==> src/rtl/fifo_wr_sched.sv <==
// rtl/fifo_wr_sched.sv - FIFO reset sequencing and round-robin packet write scheduler
module fifo_wr_sched #(
    parameter int N_SRC    = 4,
    parameter int RST_HOLD = 8,
    parameter int RST_WAIT = 8
) (
    input  logic                       clk,
    input  logic                       rst_n,
    input  logic [N_SRC-1:0]           src_valid,
    input  logic [128*N_SRC-1:0]       src_data,
    input  logic [16*N_SRC-1:0]        src_datap,
    input  logic [N_SRC-1:0]           src_last,
    output logic [N_SRC-1:0]           src_ready,
    input  logic                       flush,
    output logic                       fifo_rst,
    output logic [127:0]               fifo_din,
    output logic [15:0]                fifo_dinp,
    output logic                       fifo_wr_en,
    input  logic                       fifo_full,
    input  logic                       fifo_prog_full,
    output logic                       init_done,
    output logic [$clog2(N_SRC)-1:0]   grant_id,
    output logic                       overflow_err
);

    localparam int GW   = $clog2(N_SRC);
    localparam int CMAX = (RST_HOLD > RST_WAIT) ? RST_HOLD : RST_WAIT;
    localparam int CW   = $clog2(CMAX + 1);
    localparam logic [CW-1:0] HOLD_END = CW'(RST_HOLD - 1);
    localparam logic [CW-1:0] WAIT_END = CW'(RST_WAIT - 1);

    typedef enum logic [1:0] {HOLD, WAIT, IDLE, BURST} state_t;

    state_t        state;
    state_t        state_nx;
    logic [CW-1:0] cnt;
    logic [GW-1:0] last_grant;
    logic [GW-1:0] winner;
    logic          win_found;
    logic          grant_load;
    logic          flush_pend;
    logic          flush_take;
    logic          cur_valid;
    logic          cur_last;

    // Round-robin search: the candidate closest after last_grant wins, so
    // iterate from the farthest distance down and let the nearest overwrite.
    always_comb begin
        winner    = last_grant;
        win_found = 1'b0;
        for (int k = N_SRC; k >= 1; k--) begin
            for (int i = 0; i < N_SRC; i++) begin
                if (src_valid[i] && (((int'(last_grant) + k) % N_SRC) == i)) begin
                    winner    = GW'(i);
                    win_found = 1'b1;
                end
            end
        end
    end

    // Grantee mux, driven from the registered grant so the data path stays short.
    always_comb begin
        cur_valid = 1'b0;
        cur_last  = 1'b0;
        fifo_din  = '0;
        fifo_dinp = '0;
        for (int i = 0; i < N_SRC; i++) begin
            if (grant_id == GW'(i)) begin
                cur_valid = src_valid[i];
                cur_last  = src_last[i];
                fifo_din  = src_data[128*i +: 128];
                fifo_dinp = src_datap[16*i +: 16];
            end
        end
    end

    // Next-state and output decode; ready/write only ever asserted in BURST.
    always_comb begin
        state_nx   = state;
        fifo_rst   = 1'b0;
        init_done  = 1'b0;
        src_ready  = '0;
        fifo_wr_en = 1'b0;
        grant_load = 1'b0;
        flush_take = 1'b0;
        case (state)
            HOLD: begin
                fifo_rst = 1'b1;
                if (cnt == HOLD_END) state_nx = WAIT;
            end
            WAIT: begin
                if (cnt == WAIT_END) state_nx = IDLE;
            end
            IDLE: begin
                init_done = 1'b1;
                if (flush_pend) begin
                    flush_take = 1'b1;
                    state_nx   = HOLD;
                end else if (!fifo_prog_full && win_found) begin
                    grant_load = 1'b1;
                    state_nx   = BURST;
                end
            end
            BURST: begin
                init_done = 1'b1;
                for (int i = 0; i < N_SRC; i++) begin
                    src_ready[i] = (grant_id == GW'(i)) && !fifo_prog_full;
                end
                fifo_wr_en = cur_valid && !fifo_prog_full;
                if (fifo_wr_en && cur_last) state_nx = IDLE;
            end
            default: state_nx = HOLD;
        endcase
    end

    // State register and sequencing counter; the counter restarts on every state change.
    always_ff @(posedge clk or negedge rst_n) begin
        if (!rst_n) begin
            state <= HOLD;
            cnt   <= '0;
        end else begin
            state <= state_nx;
            if (state_nx != state) begin
                cnt <= '0;
            end else if (state == HOLD || state == WAIT) begin
                cnt <= cnt + 1'b1;
            end
        end
    end

    // Grant registers; last_grant resets to the top index so source 0 wins first.
    always_ff @(posedge clk or negedge rst_n) begin
        if (!rst_n) begin
            grant_id   <= '0;
            last_grant <= GW'(N_SRC - 1);
        end else if (grant_load) begin
            grant_id   <= winner;
            last_grant <= winner;
        end
    end

    // Pending flush (consumed only from IDLE) and sticky overflow flag.
    always_ff @(posedge clk or negedge rst_n) begin
        if (!rst_n) begin
            flush_pend   <= 1'b0;
            overflow_err <= 1'b0;
        end else begin
            flush_pend <= (flush_pend && !flush_take) || flush;
            if (fifo_wr_en && fifo_full) overflow_err <= 1'b1;
        end
    end

endmodule

==> config.mk <==
export PLATFORM = sky130hd
export DESIGN_NAME = fifo_wr_sched
export DESIGN_NICKNAME = d
export VERILOG_FILES = /design/src/rtl/fifo_wr_sched.sv
export SDC_FILE = /design/constraint.sdc
export NUM_CORES = 1
export LEC_CHECK = 0
export CORE_AREA = 2 2 286 288
export CTS_BUF_LIST = sky130_fd_sc_hd__clkbuf_8
export DETAILED_ROUTE_END_ITERATION = 10
export DIE_AREA = 0 0 288 290
export SYNTH_ARGS = -nofsm -noshare
export SYNTH_HDL_FRONTEND = slang
export SYNTH_SLANG_ARGS = --single-unit
==> constraint.sdc <==
create_clock -name clk -period 3.3 [get_ports clk]
set_input_delay 0.495 -clock clk [delete_from_list [all_inputs] [get_ports clk]]
set_output_delay 0.495 -clock clk [all_outputs]
set_load 0.1 [all_outputs]
==> reports/summary.md <==
The CTS sink count is 12, and the peak fanout along the critical path is 37. The tools report the internal reg-to-reg setup slack as 1.31 ns. In this run the power spent charging and discharging nets is 0.00338 W. The largest stage delay on the critical path was 0.57 ns. The tools report the first-pass GRT wire length as 74800 um.

After routing the design area is 0.0131 mm^2. Clock latency on the worst-skew pair, taken at its later pin, is 0.25 ns. The net switching share of the total power was 0.611; the combined buffer and inverter count along the critical path was 3. Synthesis inferred 12 register bits.

The path category of the worst min-delay check was flip-flop to flip-flop. The logs give 0.0523 for the starting utilization of the core area and 0 for the number of nets with antenna violations after detailed routing. The total overflow left after global routing is 0.

During I/O placement, the number of pins put on the boundary was 743. The run gives 338 uV as the largest voltage drop on the vdd net. For the worst setup path, the data required time is 2.80 ns. Sequential group share of total power: 0.053. The floorplan step defined a die boundary enclosing 0.0835 mm^2. The logs give 0.0802 mm^2 for the total core area and 69 for the maximum number of pins on one net before global-route repair. Buffers added to address setup during post-CTS repair amount to 0. For this run, the detailed router's first-pass iteration total came to 6.

The most common cell in the netlist is sky130_fd_sc_hd__mux4_2. The tools report the global router's overall resource usage as 0.139. For the number of antenna violations at the first check in global routing, the log shows 67.

Compared with the post-synthesis result, the final layout area differs by 213%. The worst relative slew slack was 0.347; the clock-pin slew on the worst setup and hold paths was 0.07 ns. The most frequent cell on the critical path is sky130_fd_sc_hd__buf_12.

The post-layout net count was 1563; the deepest level of the CTS H-tree was 1. The tools report the clock power share as 0.026. The cell count after synthesis came out at 255. The number of synthesized flops with an enable pin works out to 0. The placed instances occupy a cell area of 0.0130 mm^2. TritonCTS built the clock tree. Before CTS, the worst setup slack after placement is 0.663 ns. The worst setup path is captured at an output pin.

For the worst setup path, the data arrival time is 2.25 ns. Final hold violation count: 0. The run finished with clean final reports.

The signal on the critical path passes through buf_12 > buf_12 > mux4_2 > buf_4. The final clock period utilization by the worst path works out to 0.832. The top achievable clock speed was 364 MHz. Setup repair after global routing left no endpoint under its margin. Yosys warning count: 0.

The total clock buffers created by CTS was 3; the post-synthesis async set-or-reset flop share was 1.00. The final layout contains routed wiring with a total length of 60500 um. The run gives 0.00215 W as the internal portion of total power. Cell leakage power: 4.48 nW. Subtracting the final worst setup slack from the clock period gives 2.75 ns. The slew of the pin with the lowest slew margin came out at 0.976 ns. The cell family contributing the most delay on the critical path is buffers and inverters.

Measured in cells, the most critical reg-to-reg path has a length of 4. The critical path crosses 4 cells after its start point. The setup path with the least slack is of type flip-flop to output pin. The tools report the number of slew-limit violations in the final report as 0.

The die boundary height is 290 um, and the maximum clock skew at final layout is 0.0147 ns. Across the run, the number of max-cap violations was 0. Slowest cell on the critical path: sky130_fd_sc_hd__dfrtp_4.

Once routing completed, OpenROAD measured the worst setup slack at 0.555 ns. The detailed router placed 6570 vias in this run. After detailed routing, the average wire length per cell comes to 29.4 um. The DRC violation total after the first TritonRoute iteration was 309. After synthesis, the most frequently instantiated cells are sky130_fd_sc_hd__mux4_2, sky130_fd_sc_hd__buf_2, sky130_fd_sc_hd__buf_4.

In the post-synthesis netlist, the biggest area contributors are sky130_fd_sc_hd__mux4_2, sky130_fd_sc_hd__dfrtp_1, sky130_fd_sc_hd__buf_4, sky130_fd_sc_hd__buf_2, sky130_fd_sc_hd__dfstp_2. The tools report the total nets after synthesis as 845. The synthesized netlist occupies a cell area of 0.00420 mm^2. Tracing the worst setup path back leads to its startpoint at grant_id[0]. The logs give 0.921 for the proportion of power drawn by combinational gates and 104 for the number of placement rows.

Capturing point of the worst reg2reg path: cnt[1]. Setup violations remaining at the end of the flow were counted as 0. The kind of start point of the critical path was a flip-flop. Counting distinct cell types in the post-synthesis netlist gives 37.

For this design, the CTS-stage hold fixing added 0 buffers. The cell taking the most area after synthesis was sky130_fd_sc_hd__mux4_2. The run gives 0 as the total of cells resized after clock tree synthesis. In the synthesized netlist the dominant register cell turns out to be sky130_fd_sc_hd__dfrtp_1. Last weighted congestion value of the routability-driven placer: 1.00. The estimated wirelength of the detail-placed design was 57400 um. The horizontal die dimension came out at 288 um. Cell area power density: 421 mW/mm^2. The fraction of final layout cells with drive strength greater than 1 works out to 0.331. Maximum number of buffers from clock root to sink: 2. The worst register-to-register path begins at grant_id[0]. The cell sitting at the root of the clock tree is a sky130_fd_sc_hd__clkbuf_8.

Following the worst setup path forward leads to its endpoint at fifo_din[98]. The number of global-route vias before repair came out at 7000. A synthesized cell averages 16.5 um^2. After detailed routing, the number of vias per cell comes to 3.20. The area share of the largest cell type after synthesis is 0.778, and the share of the yosys chip area belonging to registers is 0.0722. In the routed design, unresolved DRC markers number 0. Number of I/O port buffers: 742.
## cell type report
type	count	area (um^2)
fill	8948	67000
timing repair buffer	751	7690
multi-input combinational	203	3690
tap	1060	1330
sequential	12	310
antenna	24	60.1
clock buffer	3	41.3
inverter	2	7.51
clock inverter	1	3.75
## cell usage in the layout (no fill, tap or decap), types with 2 or more instances in the layout
cell	netlist	routed
sky130_fd_sc_hd__mux4_2	145	145
sky130_fd_sc_hd__nor3_1	4	4
sky130_fd_sc_hd__nand2_1	4	4
sky130_fd_sc_hd__o21a_1	4	4
sky130_fd_sc_hd__buf_12	0	46
sky130_fd_sc_hd__or3_1	2	2
sky130_fd_sc_hd__o22ai_1	2	2
sky130_fd_sc_hd__nand2b_1	2	2
sky130_fd_sc_hd__mux2i_1	4	4
sky130_fd_sc_hd__nor4_4	1	2
sky130_fd_sc_hd__dfrtp_4	0	2
sky130_fd_sc_hd__dfstp_2	2	2
sky130_fd_sc_hd__nor2b_1	3	2
sky130_fd_sc_hd__diode_2	0	24
sky130_fd_sc_hd__nor2_1	7	6
sky130_fd_sc_hd__a21oi_1	5	5
sky130_fd_sc_hd__inv_1	2	3
sky130_fd_sc_hd__a21o_1	2	2
sky130_fd_sc_hd__xnor2_1	2	2
sky130_fd_sc_hd__buf_4	12	116
sky130_fd_sc_hd__clkbuf_8	0	3
sky130_fd_sc_hd__clkdlybuf4s50_1	0	589
sky130_fd_sc_hd__dfrtp_1	10	8
## worst reg2reg max path: cells and delay by family (launching register included)
kind | cells | cell delay [ns]
compound gates | 1 | 0.24
buf+inv | 1 | 0.24
simple gates | 1 | 0.21
flops | 1 | 0.57
mux | 1 | 0.64
## layer usage
layer	track usage	wire length [um]	share of wire	up-vias
met1	0.178	24600	0.41	3227
li1	-	-	-	2683
met5	0	229	0.0038	-
met4	0.0269	1170	0.019	34
met2	0.205	25200	0.42	551
met3	0.0729	9230	0.15	75
## sequential cells by signal, summed over array words and instances, names as in the netlist
register and cells:
flush_pend 1, overflow_err 1, last_grant 2, state 2, cnt 4, grant_id 2
## logic make-up after synthesis
| family | synth area share |
|---|---|
| multiplexers | 0.788 |
| buffers and inverters | 0.0534 |
| AND/OR/NAND/NOR | 0.0468 |
| AO/OA/AOI/OAI | 0.0325 |
| flip-flops | 0.0722 |
| XOR/XNOR | 0.00418 |
| adder cells (fa/ha/maj) | 0.00298 |
## power by group through the flow
stage / logic (W) / registers (W) / clock network [W]
after floorplan: 0.00376 / 0.000298 / 0
after global placement: 0.00509 / 0.000284 / 0
after detailed placement: 0.00513 / 0.000294 / 0
after CTS: 0.00514 / 0.000291 / 0.000149
after global routing: 0.00527 / 0.000304 / 0.000156
final: 0.00509 / 0.000290 / 0.000146
## metrics by stage
step	TNS, ns	std cells	total power, W	utilization	hold WS (ns)
final	0	2056	0.00553	0.164	0.497
after global routing	0	2044	0.00573	0.163	0.525
after CTS	0	2032	0.00558	0.163	0.490
after detailed placement	0	2028	0.00543	0.163	0.470
after global placement	0	2028	0.00537	0.163	0.468
after floorplan	-0.322	255	0.00406	-	0.199
## worst min path at each step
stage,from,end,depth (start not counted)
global route,overflow_err,overflow_err,1
detailed placement,overflow_err,overflow_err,1
global placement,overflow_err,overflow_err,1
finish,overflow_err,overflow_err,1
floorplan,rst_n,cnt[0],0
CTS,overflow_err,overflow_err,1
(Power assumes the default switching activity.)
